### src/rtl/enc_codeword_pipe.sv
// enc_codeword_pipe
//   Two-stage pipelined SEC-DED encoder. A data word and its codeword_width
//   mode are accepted on the input handshake. The full codeword, with the check
//   bits in the low positions and the data above them, leaves on the output
//   handshake. Every codeword it emits decodes to an all-zero syndrome.
//
//   Mode sizing (codeword_width):
//     00 -> N=8  (P=4, D=4)
//     01 -> N=16 (P=5, D=11)
//     1x -> N=32 (P=6, D=26)
//
// Ports
//   clk, rst        rising-edge clock, synchronous active-high reset
//   data_in         data word, LSB-aligned; bits at and above D are ignored
//   codeword_width  mode, sampled together with data_in
//   in_valid        upstream offers a word
//   in_ready        block accepts a word this cycle
//   codeword_out    encoded word; bits at and above N are zero
//   out_width       mode that travels with codeword_out
//   out_valid       codeword_out holds a word
//   out_ready       downstream accepts
//   enc_count       saturating count of output transfers
//
// Handshake: a transfer happens on a rising edge where valid and ready are
// both 1. A producer holds valid, and holds its payload stable, until the
// transfer happens. in_ready is derived only from pipeline state and
// out_ready, so it never depends on in_valid.
module enc_codeword_pipe #(
  parameter int CNT_W = 16
) (
  input  logic             clk,
  input  logic             rst,
  input  logic [31:0]      data_in,
  input  logic [1:0]       codeword_width,
  input  logic             in_valid,
  output logic             in_ready,
  output logic [31:0]      codeword_out,
  output logic [1:0]       out_width,
  output logic             out_valid,
  input  logic             out_ready,
  output logic [CNT_W-1:0] enc_count
);

  // Data bit j of a P-check-bit code uses the j-th integer, in ascending
  // order, among 1..2^(P-1)-1 whose Hamming weight is at least 2. Each check
  // bit k is the XOR of the data bits whose column has bit k set. The loop
  // walks the candidate columns and keeps a running data index, so it unrolls
  // to a fixed XOR tree for every constant P.
  function automatic logic [4:0] check_bits(input int p, input logic [25:0] d);
    logic [4:0] acc;
    logic [4:0] j;
    acc = '0;
    j   = '0;
    for (int v = 3; v < 32; v++) begin
      if ((v < (1 << (p - 1))) && ($countones(v[4:0]) >= 2)) begin
        if (d[j]) acc = acc ^ v[4:0];
        j = j + 5'd1;
      end
    end
    return acc;
  endfunction

  // ---------------- input-side combinational encode ----------------
  logic [25:0] data_m;
  logic [4:0]  chk_c;

  always_comb begin
    data_m = '0;
    chk_c  = '0;
    if (codeword_width[1]) begin
      data_m = data_in[25:0];
      chk_c  = check_bits(6, data_m);
    end else if (codeword_width[0]) begin
      data_m = {15'b0, data_in[10:0]};
      chk_c  = check_bits(5, data_m);
    end else begin
      data_m = {22'b0, data_in[3:0]};
      chk_c  = check_bits(4, data_m);
    end
  end

  // ---------------- pipeline control ----------------
  logic        s1_valid;
  logic [1:0]  s1_mode;
  logic [25:0] s1_data;
  logic [4:0]  s1_chk;
  logic        s2_adv;
  logic        in_fire;

  assign s2_adv   = !out_valid || out_ready;
  assign in_ready = !s1_valid || s2_adv;
  assign in_fire  = in_valid && in_ready;

  // ---------------- S2 combinational assembly ----------------
  // Data bits above D and unused check positions are zero, so XOR-reducing
  // the whole stage gives the parity for every mode.
  logic        par_c;
  logic [31:0] cw_c;

  always_comb begin
    par_c = (^s1_data) ^ (^s1_chk);
    cw_c  = '0;
    if (s1_mode[1]) begin
      cw_c = {s1_data, par_c, s1_chk};
    end else if (s1_mode[0]) begin
      cw_c = {16'b0, s1_data[10:0], par_c, s1_chk[3:0]};
    end else begin
      cw_c = {24'b0, s1_data[3:0], par_c, s1_chk[2:0]};
    end
  end

  // ---------------- stage 1 ----------------
  always_ff @(posedge clk) begin
    if (rst) begin
      s1_valid <= 1'b0;
      s1_mode  <= '0;
      s1_data  <= '0;
      s1_chk   <= '0;
    end else if (in_ready) begin
      s1_valid <= in_valid;
      if (in_fire) begin
        s1_mode <= codeword_width;
        s1_data <= data_m;
        s1_chk  <= chk_c;
      end
    end
  end

  // ---------------- stage 2 / outputs ----------------
  // Payload registers load only when a real word moves in. Bubbles clear
  // out_valid but leave the last codeword in place.
  always_ff @(posedge clk) begin
    if (rst) begin
      out_valid    <= 1'b0;
      codeword_out <= '0;
      out_width    <= '0;
    end else if (s2_adv) begin
      out_valid <= s1_valid;
      if (s1_valid) begin
        codeword_out <= cw_c;
        out_width    <= s1_mode;
      end
    end
  end

  // ---------------- saturating transfer counter ----------------
  always_ff @(posedge clk) begin
    if (rst) begin
      enc_count <= '0;
    end else if (out_valid && out_ready && (enc_count != '1)) begin
      enc_count <= enc_count + CNT_W'(1);
    end
  end

endmodule

### config.mk
export PLATFORM = sky130hd
export DESIGN_NAME = enc_codeword_pipe
export DESIGN_NICKNAME = d
export VERILOG_FILES = /design/src/rtl/enc_codeword_pipe.sv
export SDC_FILE = /design/constraint.sdc
export NUM_CORES = 1
export LEC_CHECK = 0
export BUFFER_PORTS_ARGS = -buffer_cell sky130_fd_sc_hd__buf_2
export CORE_MARGIN = 1.5
export CORE_UTILIZATION = 50
export DETAILED_ROUTE_END_ITERATION = 6
export MAX_ROUTING_LAYER = met4
export PLACE_DENSITY = 0.74
export SYNTH_ARGS = -nofsm -noshare
export SYNTH_HDL_FRONTEND = slang
export SYNTH_SLANG_ARGS = --single-unit
export TNS_END_PERCENT = 50
### constraint.sdc
create_clock -name clk -period 2 [get_ports clk]
set_clock_uncertainty 0.15 [all_clocks]
set_input_delay 0.1 -clock clk [delete_from_list [all_inputs] [get_ports clk]]
set_output_delay 0.1 -clock clk [all_outputs]
set_load 0.02 [all_outputs]
==> insert_results.sql <==
INSERT INTO impl_metrics (metric_group, metric, value, unit) VALUES
('yosys', 'syn_area_per_cell', '8.48', 'sq um'),
('placement', 'hpwlAfterDp', '7.48', 'mm'),
('timing', 'setup_failing_eps_final', '1', ''),
('placement', 'numPlacedInstances', '687', ''),
('layout', 'stdcell_area', '5410', 'sq um'),
('power', 'switching_power', '1230', 'uW'),
('placement', 'worst_slack_placed', '-0.105', 'ns'),
('layout', 'final_common_cell', 'sky130_fd_sc_hd__nand2_1', ''),
('routing', 'drt_first_iter_violations', '250', ''),
('yosys', 'synth.net_count', '549', ''),
('routing', 'post_drt_wl_per_cell', '15.0', 'microns'),
('worst_setup_path', 'startpoint_type', 'input pin', ''),
('yosys', 'yosysSeqAreaShare', '39.3', '%'),
('timing', 'layout_worst_path_cycle_share', '103', '%'),
('timing', 'rsz0062_at_grt', 'yes', ''),
('cts', 'cts.sink_count', '85', ''),
('power', 'powerDensity', '749', 'nW/um^2'),
('global_route', 'grt_pass1_vias', '3574', ''),
('yosys', 'syn-instance-count', '510', ''),
('power', 'part_of_the_total_power_dissipated_in_sequential_elements', '45.2', '%'),
('global_route', 'overflow', '0', ''),
('cts', 'tritoncts.num_buffers', '9', ''),
('power', 'comb_power_share', '25.3', '%'),
('placement', 'buffer_ports.inserted', '83', ''),
('routing', 'drt_pass1_iterations', '5', ''),
('placement', 'gp_congestion', '0.867', ''),
('power', 'design_power_total', '4050', 'uW'),
('worst_setup_path', 'critical_path_fanouts_max', '2', ''),
('yosys', 'synth_cell_types', '40', ''),
('power', 'share_clk_of_total_power', '29.4', '%'),
('routing', 'drtAntennaViolNets', '0', ''),
('yosys', 'ys_seq_elements', '85', ''),
('job', 'timing.max_cap.violations', '0', ''),
('die', 'design.core.area', '8300', 'sq um'),
('cts', 'post_cts_setup_buffer_count', '0', ''),
('cts', 'clockRootBuffer', 'sky130_fd_sc_hd__clkbuf_8', ''),
('die', 'floorplan.die_area', '9220', 'sq um'),
('global_route', 'track_usage', '25.5', '%'),
('routing', 'route.detailed.drc', '0', ''),
('timing', 'finalHoldViolCount', '0', ''),
('die', 'floorplan.die.height', '96.0', 'microns'),
('timing', 'hold-worst-slack', '0.0475', 'ns'),
('timing', 'max_freq', '0.486', 'GHz'),
('timing', 'max_slew.worst_pin.slew', '0.684', 'ns'),
('cts', 'worst_skew_pair_later_pin_latency', '0.37', 'ns'),
('die', 'floorplan.die.width', '96.0', 'microns'),
('routing', 'vias_per_cell', '5.41', ''),
('die', 'i_o_pin_count', '90', ''),
('placement', 'place_area', '4900', 'sq um'),
('yosys', 'synth_enable_flop_cells', '0', ''),
('routing', 'finalWirelength', '11.0', 'mm'),
('yosys', 'ys_warn_count', '0', ''),
('yosys', 'post_synthesis_cell_area', '4330', 'sq um'),
('timing', 'finalWorstPathRequiredPeriod', '2.06', 'ns'),
('layout', 'syn2layout_area_growth', '25.0', '%'),
('layout', 'final_cell_count_without_fillers', '732', ''),
('yosys', 'async_flop_share', '0', '%'),
('global_route', 'grt_first_pass_wirelength', '17.3', 'mm'),
('worst_hold_path', 'min_path_cells', '3', ''),
('routing', 'route.vias.total', '3962', ''),
('power', 'power_switching_share', '30.4', '%'),
('worst_setup_path', 'critical_path_required', '2.08', 'ns'),
('cts', 'clk_pin_slew_worst_paths', '0.09', 'ns'),
('cts', 'ctsHtreeMaxLevel', '3', ''),
('timing', 'final.setup.worst_slack', '-0.0576', 'ns'),
('power', 'p_int', '2820', 'uW'),
('run_status', 'run_status', 'complete, but fails checks', ''),
('yosys', 'synthFlopType', 'sky130_fd_sc_hd__dfxtp_1', ''),
('layout', 'drive_above_1_share', '20.9', '%'),
('timing', 'slew-limit-headroom', '54.4', '%'),
('run_status', 'violations', 'negative setup slack', '');
[cells in the mapped netlist, drive strengths merged (4+ instances only)]
| cell type | n | area share [%] |
|---|---|---|
| nand2 | 86 | 7.5 |
| dfxtp | 85 | 39 |
| a21oi | 58 | 6.7 |
| xnor2 | 53 | 11 |
| nand3 | 44 | 5.1 |
| nor2 | 39 | 3.4 |
| clkbuf | 29 | 2.5 |
| a211oi | 14 | 2.4 |
| xnor3 | 14 | 7.4 |
| xor2 | 12 | 2.4 |
| nor3 | 11 | 1.3 |
| buf | 7 | 1.1 |
| o21ai | 7 | 0.81 |
| inv | 6 | 0.52 |
| and2 | 4 | 0.58 |
| and3 | 4 | 0.58 |
| mux2i | 4 | 0.93 |
| nor4 | 4 | 0.58 |
[what timing repair did]
action,4_1_cts,5_1_grt
hold buffers,29,0
resized for setup,0,3
hold endpoints to repair,28,0
setup endpoints to repair,0,4
[critical path: stages]
cell                            delay (ns)
sky130_fd_sc_hd__dlygate4sd3_1        0.53
sky130_fd_sc_hd__buf_2                0.14
sky130_fd_sc_hd__xnor3_1              0.41
sky130_fd_sc_hd__xor2_1               0.32
sky130_fd_sc_hd__xnor3_1              0.46
sky130_fd_sc_hd__nand3_1              0.09
sky130_fd_sc_hd__a31oi_1              0.08
[cells by family (layout without fill, tap and decap cells)]
| family | Yosys count | after routing | synth area share, % |
|---|---|---|---|
| AND/OR/NAND/NOR | 206 | 206 | 21.3 |
| AO/OA/AOI/OAI | 91 | 91 | 12.3 |
| flip-flops | 85 | 85 | 39.3 |
| XOR/XNOR | 81 | 81 | 21.7 |
| buffers and inverters | 42 | 159 | 4.16 |
| multiplexers | 4 | 4 | 0.925 |
| adder cells (fa/ha/maj) | 1 | 1 | 0.289 |
[path summary, 6_finish.rpt]
kind	from	end	slack, ns
max reg2reg	s1_data[22]	codeword_out[4]	0.09
min	codeword_width[1]	s1_chk[4]	0.05
max	data_in[12]	s1_chk[1]	-0.06
min reg2reg	codeword_out[16]	codeword_out[16]	0.30
[stage by stage]
step	utilization [%]	TNS, ns
6_report	65.2	-0.0576
5_1_grt	65.2	-0.0693
4_1_cts	64.9	0
3_5_place_dp	59.1	-0.105
3_3_place_gp	59.1	-0.0413
2_1_floorplan	-	0
[registers in the layout, summed over array words and instances, names as in the netlist]
signal	count
s1_data	26
s1_chk	5
enc_count	16
codeword_out	32
out_valid	1
s1_valid	1
s1_mode	2
out_width	2
[routing by layer]
layer  part of all wire, %  vias to the layer above  track usage (%)
met5                     0                        -                -
met4                   2.6                        0             10.3
met1                    43                     1845             31.1
met3                   6.0                       21             5.06
met2                    49                      137             41.5
li1                      -                     1959                -
[power groups by stage]
stage	Sequential [uW]	Combinational [uW]	Clock, uW
after global routing	1840	1100	1290
after global placement	1870	937	0
final	1830	1030	1190
after detailed placement	1870	955	0
after floorplan	1890	701	0
after CTS	1830	1010	1200
[cell type report]
cell class	count	area, sq um
Clock buffer	10	138
Clock inverter	6	53.8
Fill cell	728	2890
Inverter	6	22.5
Multi-Input combinational cell	383	2470
Sequential cell	85	1700
Tap cell	105	131
Timing Repair Buffer	137	893
No activity file was read; power rests on OpenSTA's default activity.
